**config.mk**
```make
export PLATFORM = sky130hd
export DESIGN_NAME = pipe_addsub
export DESIGN_NICKNAME = d
export VERILOG_FILES = /design/src/rtl/pipe_addsub.sv
export SDC_FILE = /design/constraint.sdc
export NUM_CORES = 1
export LEC_CHECK = 0
export BUFFER_PORTS_ARGS = -buffer_cell sky130_fd_sc_hd__buf_2
export CAP_MARGIN = 10
export CORE_UTILIZATION = 52
export DETAILED_ROUTE_END_ITERATION = 12
export PLACE_DENSITY = 0.8
export SLEW_MARGIN = 20
export SYNTH_ARGS = -nofsm -noshare
export SYNTH_HDL_FRONTEND = slang
export SYNTH_SLANG_ARGS = --single-unit
```
**constraint.sdc**
```tcl
create_clock -name clk -period 6.25 [get_ports clk]
set_input_delay 1.25 -clock clk [delete_from_list [all_inputs] [get_ports clk]]
set_output_delay 1.25 -clock clk [all_outputs]
set_load 0.1 [all_outputs]
```
**src/rtl/pipe_addsub.sv**
```systemverilog
`default_nettype none
// ============================================================================
// Module      : pipe_addsub
// Description : Pipelined two's-complement adder/subtractor. The WIDTH-bit
//               carry chain is cut into STAGES registered slices. Each stage
//               resolves SLICE bits and forwards its carry, the finished lower
//               sum bits and the unconsumed upper operand bits. Carry, signed
//               overflow, zero and negative flags are registered with y.
//               Valid/ready handshake with a single global advance signal.
// Revision    : 1.0 - initial release
// ============================================================================
module pipe_addsub #(
  parameter int WIDTH  = 32,  // >= 2
  parameter int STAGES = 4    // >= 1, must divide WIDTH
) (
  input  logic             clk,
  input  logic             reset,
  input  logic             in_valid,
  output logic             in_ready,
  input  logic [WIDTH-1:0] a,
  input  logic [WIDTH-1:0] b,
  input  logic             sub,
  output logic             out_valid,
  input  logic             out_ready,
  output logic [WIDTH-1:0] y,
  output logic             cout,
  output logic             ovf,
  output logic             zero,
  output logic             neg
);

  localparam int SLICE = WIDTH / STAGES;

  // Whole pipeline moves together; it only stalls when a result is waiting
  // and downstream refuses it.
  logic             w_adv;
  logic [WIDTH-1:0] w_beff;

  assign w_adv    = !out_valid || out_ready;
  assign in_ready = w_adv;

  // Subtraction is A + ~B + 1; the +1 enters as carry-in of slice 0.
  assign w_beff = sub ? ~b : b;

  for (genvar k = 0; k < STAGES; k++) begin : g_stage
    localparam int LO = k * SLICE;   // first bit resolved by this stage
    localparam int HI = LO + SLICE;  // one past the last bit resolved here

    // Stage inputs: operand bits [WIDTH-1:LO], carry-in, lower sum bits
    logic                vld_in;
    logic                cin;
    logic [WIDTH-LO-1:0] a_up;
    logic [WIDTH-LO-1:0] b_up;

    // Slice arithmetic and next-state values
    logic [SLICE:0]      slice_sum;
    logic [HI-1:0]       sum_d;
    logic                carry_d;

    // Stage registers
    logic                vld_q;
    logic                carry_q;
    logic [HI-1:0]       sum_q;

    if (k == 0) begin : g_head
      assign vld_in = in_valid;
      assign cin    = sub;
      assign a_up   = a;
      assign b_up   = w_beff;
      assign sum_d  = slice_sum[SLICE-1:0];
    end else begin : g_body
      assign vld_in = g_stage[k-1].vld_q;
      assign cin    = g_stage[k-1].carry_q;
      assign a_up   = g_stage[k-1].g_skew.opa_q;
      assign b_up   = g_stage[k-1].g_skew.opb_q;
      assign sum_d  = {slice_sum[SLICE-1:0], g_stage[k-1].sum_q};
    end

    assign slice_sum = {1'b0, a_up[SLICE-1:0]}
                     + {1'b0, b_up[SLICE-1:0]}
                     + {{SLICE{1'b0}}, cin};
    assign carry_d   = slice_sum[SLICE];

    // Valid, carry and accumulated sum bits advance one stage per clock
    always_ff @(posedge clk or posedge reset) begin
      if (reset) begin
        vld_q   <= 1'b0;
        carry_q <= 1'b0;
        sum_q   <= '0;
      end else if (w_adv) begin
        vld_q   <= vld_in;
        carry_q <= carry_d;
        sum_q   <= sum_d;
      end
    end

    if (k < STAGES - 1) begin : g_skew
      // Operand bits above this slice, still waiting for their stage
      logic [WIDTH-HI-1:0] opa_q;
      logic [WIDTH-HI-1:0] opb_q;

      // Skew registers delay the upper operand bits to meet their carry
      always_ff @(posedge clk or posedge reset) begin
        if (reset) begin
          opa_q <= '0;
          opb_q <= '0;
        end else if (w_adv) begin
          opa_q <= a_up[WIDTH-LO-1:SLICE];
          opb_q <= b_up[WIDTH-LO-1:SLICE];
        end
      end
    end else begin : g_tail
      // The final slice holds the MSB, so sign-based flags resolve here
      logic ovf_d;
      logic zero_d;
      logic ovf_q;
      logic zero_q;

      assign ovf_d  = (a_up[SLICE-1] == b_up[SLICE-1]) &&
                      (slice_sum[SLICE-1] != a_up[SLICE-1]);
      assign zero_d = (sum_d == '0);

      // Flags are captured in the same register stage as y
      always_ff @(posedge clk or posedge reset) begin
        if (reset) begin
          ovf_q  <= 1'b0;
          zero_q <= 1'b0;
        end else if (w_adv) begin
          ovf_q  <= ovf_d;
          zero_q <= zero_d;
        end
      end
    end
  end

  assign out_valid = g_stage[STAGES-1].vld_q;
  assign y         = g_stage[STAGES-1].sum_q;
  assign cout      = g_stage[STAGES-1].carry_q;
  assign ovf       = g_stage[STAGES-1].g_tail.ovf_q;
  assign zero      = g_stage[STAGES-1].g_tail.zero_q;
  assign neg       = y[WIDTH-1];

endmodule
`default_nettype wire

```
==> out/summary.log <==
qor: placed_design.place.detailed.instances 1,213
qor: worst_setup_path.worst-path-max-fanout 80
qor: sta.max_slew_margin 32.78%
qor: clocking.clk_transition_reported_paths 0.06 ns
qor: yosys.synthSimpleGateAreaFrac 23.01%
qor: clocking.post_cts_resized 0
qor: yosys.library_cell_with_the_highest_instance_count_after_synthesis sky130_fd_sc_hd__nand2_1
qor: sta.transition_at_the_pin_with_the_smallest_max_transition_slack 1.008 ns
qor: power.power.share.switching 46.57%
qor: layout.syn_to_final_growth 14.72%
qor: clocking.cts_inserted_buffers 17
qor: sta.fin_max_slew_vios 0
qor: floorplanning.io_pins 107
qor: yosys.synth_top_flop_cell sky130_fd_sc_hd__dfrtp_1
qor: sta.timing.clock.skew 0.007576 ns
qor: power.power_per_cell_area 590.2 nW/um^2
qor: floorplanning.row_count 46
qor: yosys.yosys_register_bits 186
qor: yosys.netlist.area_leader.share 55.43%
qor: sta.setup_total_negative_slack 0 ns
qor: yosys.post_synth_fa_ha_maj_area_fraction 5.841%
qor: worst_setup_path.worstPathRequired 5.00 ns
qor: yosys.synth_cells 933
qor: yosys.portion_of_the_post_synthesis_area_used_by_sequential_elements 55.43%
qor: sta.fmax 267.9 MHz
qor: global_routing.grt_pass1_vias 5,800
qor: power.post-layout-total-power 5686 uW
qor: clocking.cts_htree_levels 4
qor: detailed_routing.dr.pass1.iters 5
qor: yosys.synth.mux.area_fraction 0.1788%
qor: global_routing.grt_antenna_before_repair 0
qor: yosys.post_synth_edffs 0
qor: yosys.area_share_of_xor_xnor_cells_in_the_synthesized_design 4.798%
qor: clocking.postCtsHoldBufs 0
qor: floorplanning.initial_core_util 53.05%
qor: power.power_leakage 0.004952 uW
qor: placed_design.placement.cell_area 9071 um^2
qor: sta.timing_hold_violations_final 0
qor: floorplanning.fp.dieArea 16,660 um^2
qor: detailed_routing.via_per_inst 4.958
qor: yosys.yosysUniqueCellTypes 39
qor: layout.nets 1,120
qor: worst_setup_path.setup.worst_path.end_class output port
qor: power.power.combinational.fraction 45.8%
qor: power.sequential_power_share 36.4%
qor: hold_path.hold_class register to register
qor: detailed_routing.ant_nets 0
qor: worst_setup_path.start_kind primary input
qor: yosys.ys_warn_count 0
qor: power.net_switching_power_figure 2648 uW
qor: floorplanning.die_w 129.1 um
qor: detailed_routing.drt-initial-drc-count 475
qor: yosys.syn-num-nets 1,037
qor: sta.finalSetupViolations 0
qor: clocking.clock_sinks 186
qor: clocking.cts_tree done
qor: clocking.post_cts_buffers 0
qor: layout.finish.cell_count_without_fillers 1,245
qor: clocking.clock_root_cell sky130_fd_sc_hd__clkbuf_16
qor: global_routing.grt_first_pass_wirelength 27.82 mm
qor: sta.fin_crit 3.733 ns
qor: yosys.yosys-top-cells-area sky130_fd_sc_hd__dfrtp_1 55%, sky130_fd_sc_hd__nand2_1 19%, sky130_fd_sc_hd__ha_1 4.2%
qor: layout.layout.cell_area.non_filler 9633 um^2
qor: yosys.synthTopCellsByCount 431 x sky130_fd_sc_hd__nand2_1, 186 x sky130_fd_sc_hd__dfrtp_1, 46 x sky130_fd_sc_hd__o21ai_0
qor: global_routing.grt_remaining_overflow 0
qor: global_routing.grt_resource_usage_total 21.48%
qor: run_status.outcome finished, final reports clean
qor: sta.fin_hold_ws 0.4591 ns
qor: detailed_routing.final_wirelength 16.24 mm
qor: sta.period_utilization 59.73%
qor: placed_design.hpwlAfterDp 10.78 mm
qor: yosys.complex_gate_fraction_of_the_synthesized_area 7.719%
qor: detailed_routing.avgRoutedWirePerCell 13.04 um
qor: power.ir_drop_worst_case_vdd 0.3591 mV
qor: power.clkPwrFrac 17.8%
qor: clocking.clock_tree.buffer_depth 2
qor: floorplanning.core_area 15,830 um^2
qor: placed_design.gp_routability_congestion 0.7938
qor: detailed_routing.drcViolationCount 0
qor: clocking.clock_latency 0.43 ns
qor: yosys.combinational_family_with_the_most_area_after_synthesis simple AND/OR/NAND/NOR gates
qor: worst_setup_path.critical_path_class primary input to output port
qor: yosys.synth_area_leader_cell sky130_fd_sc_hd__dfrtp_1
qor: placed_design.port_buffers 106
qor: layout.drive_above_1_share 14.19%
qor: flow_run.maxCapViolations 0
qor: power.internal-power 3038 uW
qor: layout.insertedDiodeCount 0
qor: worst_setup_path.critical_path_arrival 2.48 ns
qor: sta.grt_setup_unrepaired false
qor: detailed_routing.count_of_vias_placed_by_the_detailed_router 6,173
qor: yosys.synth_async_sr_flop_share 100.0%
qor: yosys.post_synth.cell_area_avg 9.000 um^2
qor: global_routing.maximum_number_of_pins_on_one_net_before_global_route_repair 187
qor: yosys.mappedNetlistArea 8397 um^2
qor: floorplanning.die_height 129.1 um
## path summary, 6_finish.rpt
kind                                               end  slack [ns]          startpoint  cells past startpoint
setup reg to reg                                  zero        3.53  g_stage[2].carry_q                      8
hold reg to reg                                  y[11]        0.46               y[11]                      2
max in group asynchronous   g_stage[0].g_skew.opb_q[8]        4.44               reset                      3
hold / removal                                   y[11]        0.46               y[11]                      2
setup / recovery                              in_ready        2.52           out_ready                      4
min in group asynchronous  g_stage[0].g_skew.opa_q[20]        1.04               reset                      3
## routing by layer
metal	global-route usage [%]	up-vias	wire length, um
li1	-	3153	-
met1	32.09	2868	8144
met2	30.84	128	7112
met3	4.500	24	666
met4	8.374	0	312
met5	0	-	0
## per-stage QoR
step | util [%] | setup WS (ns)
floorplan | - | 2.607
global route | 60.86 | 2.426
CTS | 60.84 | 2.524
detailed placement | 57.31 | 2.455
finish | 60.86 | 2.517
global placement | 57.31 | 2.521
## kinds of logic (layout without fill, tap and decap cells)
group,Yosys count,count (layout)
XOR/XNOR,46,46
AO/OA/AOI/OAI,105,105
buffers and inverters,65,161
adder cells (fa/ha/maj),35,35
multiplexers,1,1
flip-flops,186,186
AND/OR/NAND/NOR,495,495
## placed cells by master, fill, tap and decap left out, types with 3 or more instances in the layout
cell type / count
sky130_fd_sc_hd__o21bai_1: 5
sky130_fd_sc_hd__and3b_1: 3
sky130_fd_sc_hd__o21ai_0: 46
sky130_fd_sc_hd__a31oi_1: 3
sky130_fd_sc_hd__o21a_1: 7
sky130_fd_sc_hd__clkinv_2: 4
sky130_fd_sc_hd__dfrtp_1: 186
sky130_fd_sc_hd__nor3_1: 13
sky130_fd_sc_hd__nor2_1: 30
sky130_fd_sc_hd__nor4_1: 6
sky130_fd_sc_hd__nand2_1: 431
sky130_fd_sc_hd__fa_1: 7
sky130_fd_sc_hd__buf_2: 106
sky130_fd_sc_hd__ha_1: 28
sky130_fd_sc_hd__a211oi_1: 5
sky130_fd_sc_hd__a21boi_0: 3
sky130_fd_sc_hd__clkbuf_16: 17
sky130_fd_sc_hd__o31ai_1: 10
sky130_fd_sc_hd__xnor2_1: 35
sky130_fd_sc_hd__clkinvlp_4: 5
sky130_fd_sc_hd__a21oi_1: 12
sky130_fd_sc_hd__nand3_1: 4
sky130_fd_sc_hd__inv_1: 17
sky130_fd_sc_hd__a21o_1: 4
sky130_fd_sc_hd__xor2_1: 11
sky130_fd_sc_hd__o21ai_1: 3
## layout make-up
cell class | instances | area, um^2
fillers | 1333 | 6195
multi-input cells | 682 | 3496
clock inverters | 11 | 97.59
flip-flops and latches | 186 | 4654
repair buffers | 110 | 576.8
well taps | 216 | 270.3
inverters | 19 | 77.57
clock buffers | 21 | 460.4
## power groups by stage
stage	combinational, uW	clock [uW]	sequential [uW]
6_report	2610	1010	2070
3_5_place_dp	2600	0	2080
4_1_cts	2630	1030	2070
2_1_floorplan	1340	0	2800
5_1_grt	2880	1080	2140
3_3_place_gp	2540	0	2060
## state kept, by name, indices dropped and copies added (netlist names), 3 cells and up
name	cells
g_stage.carry_q	3
g_stage.g_skew.opa_q	48
g_stage.g_skew.opb_q	48
g_stage.sum_q	48
g_stage.vld_q	3
y	32
## worst max-delay path: stages
cell	delay, ns
sky130_fd_sc_hd__buf_2	0.10
sky130_fd_sc_hd__nor2b_4	0.05
sky130_fd_sc_hd__inv_4	0.51
sky130_fd_sc_hd__buf_2	0.55
No activity file was read; power rests on OpenSTA's default activity.
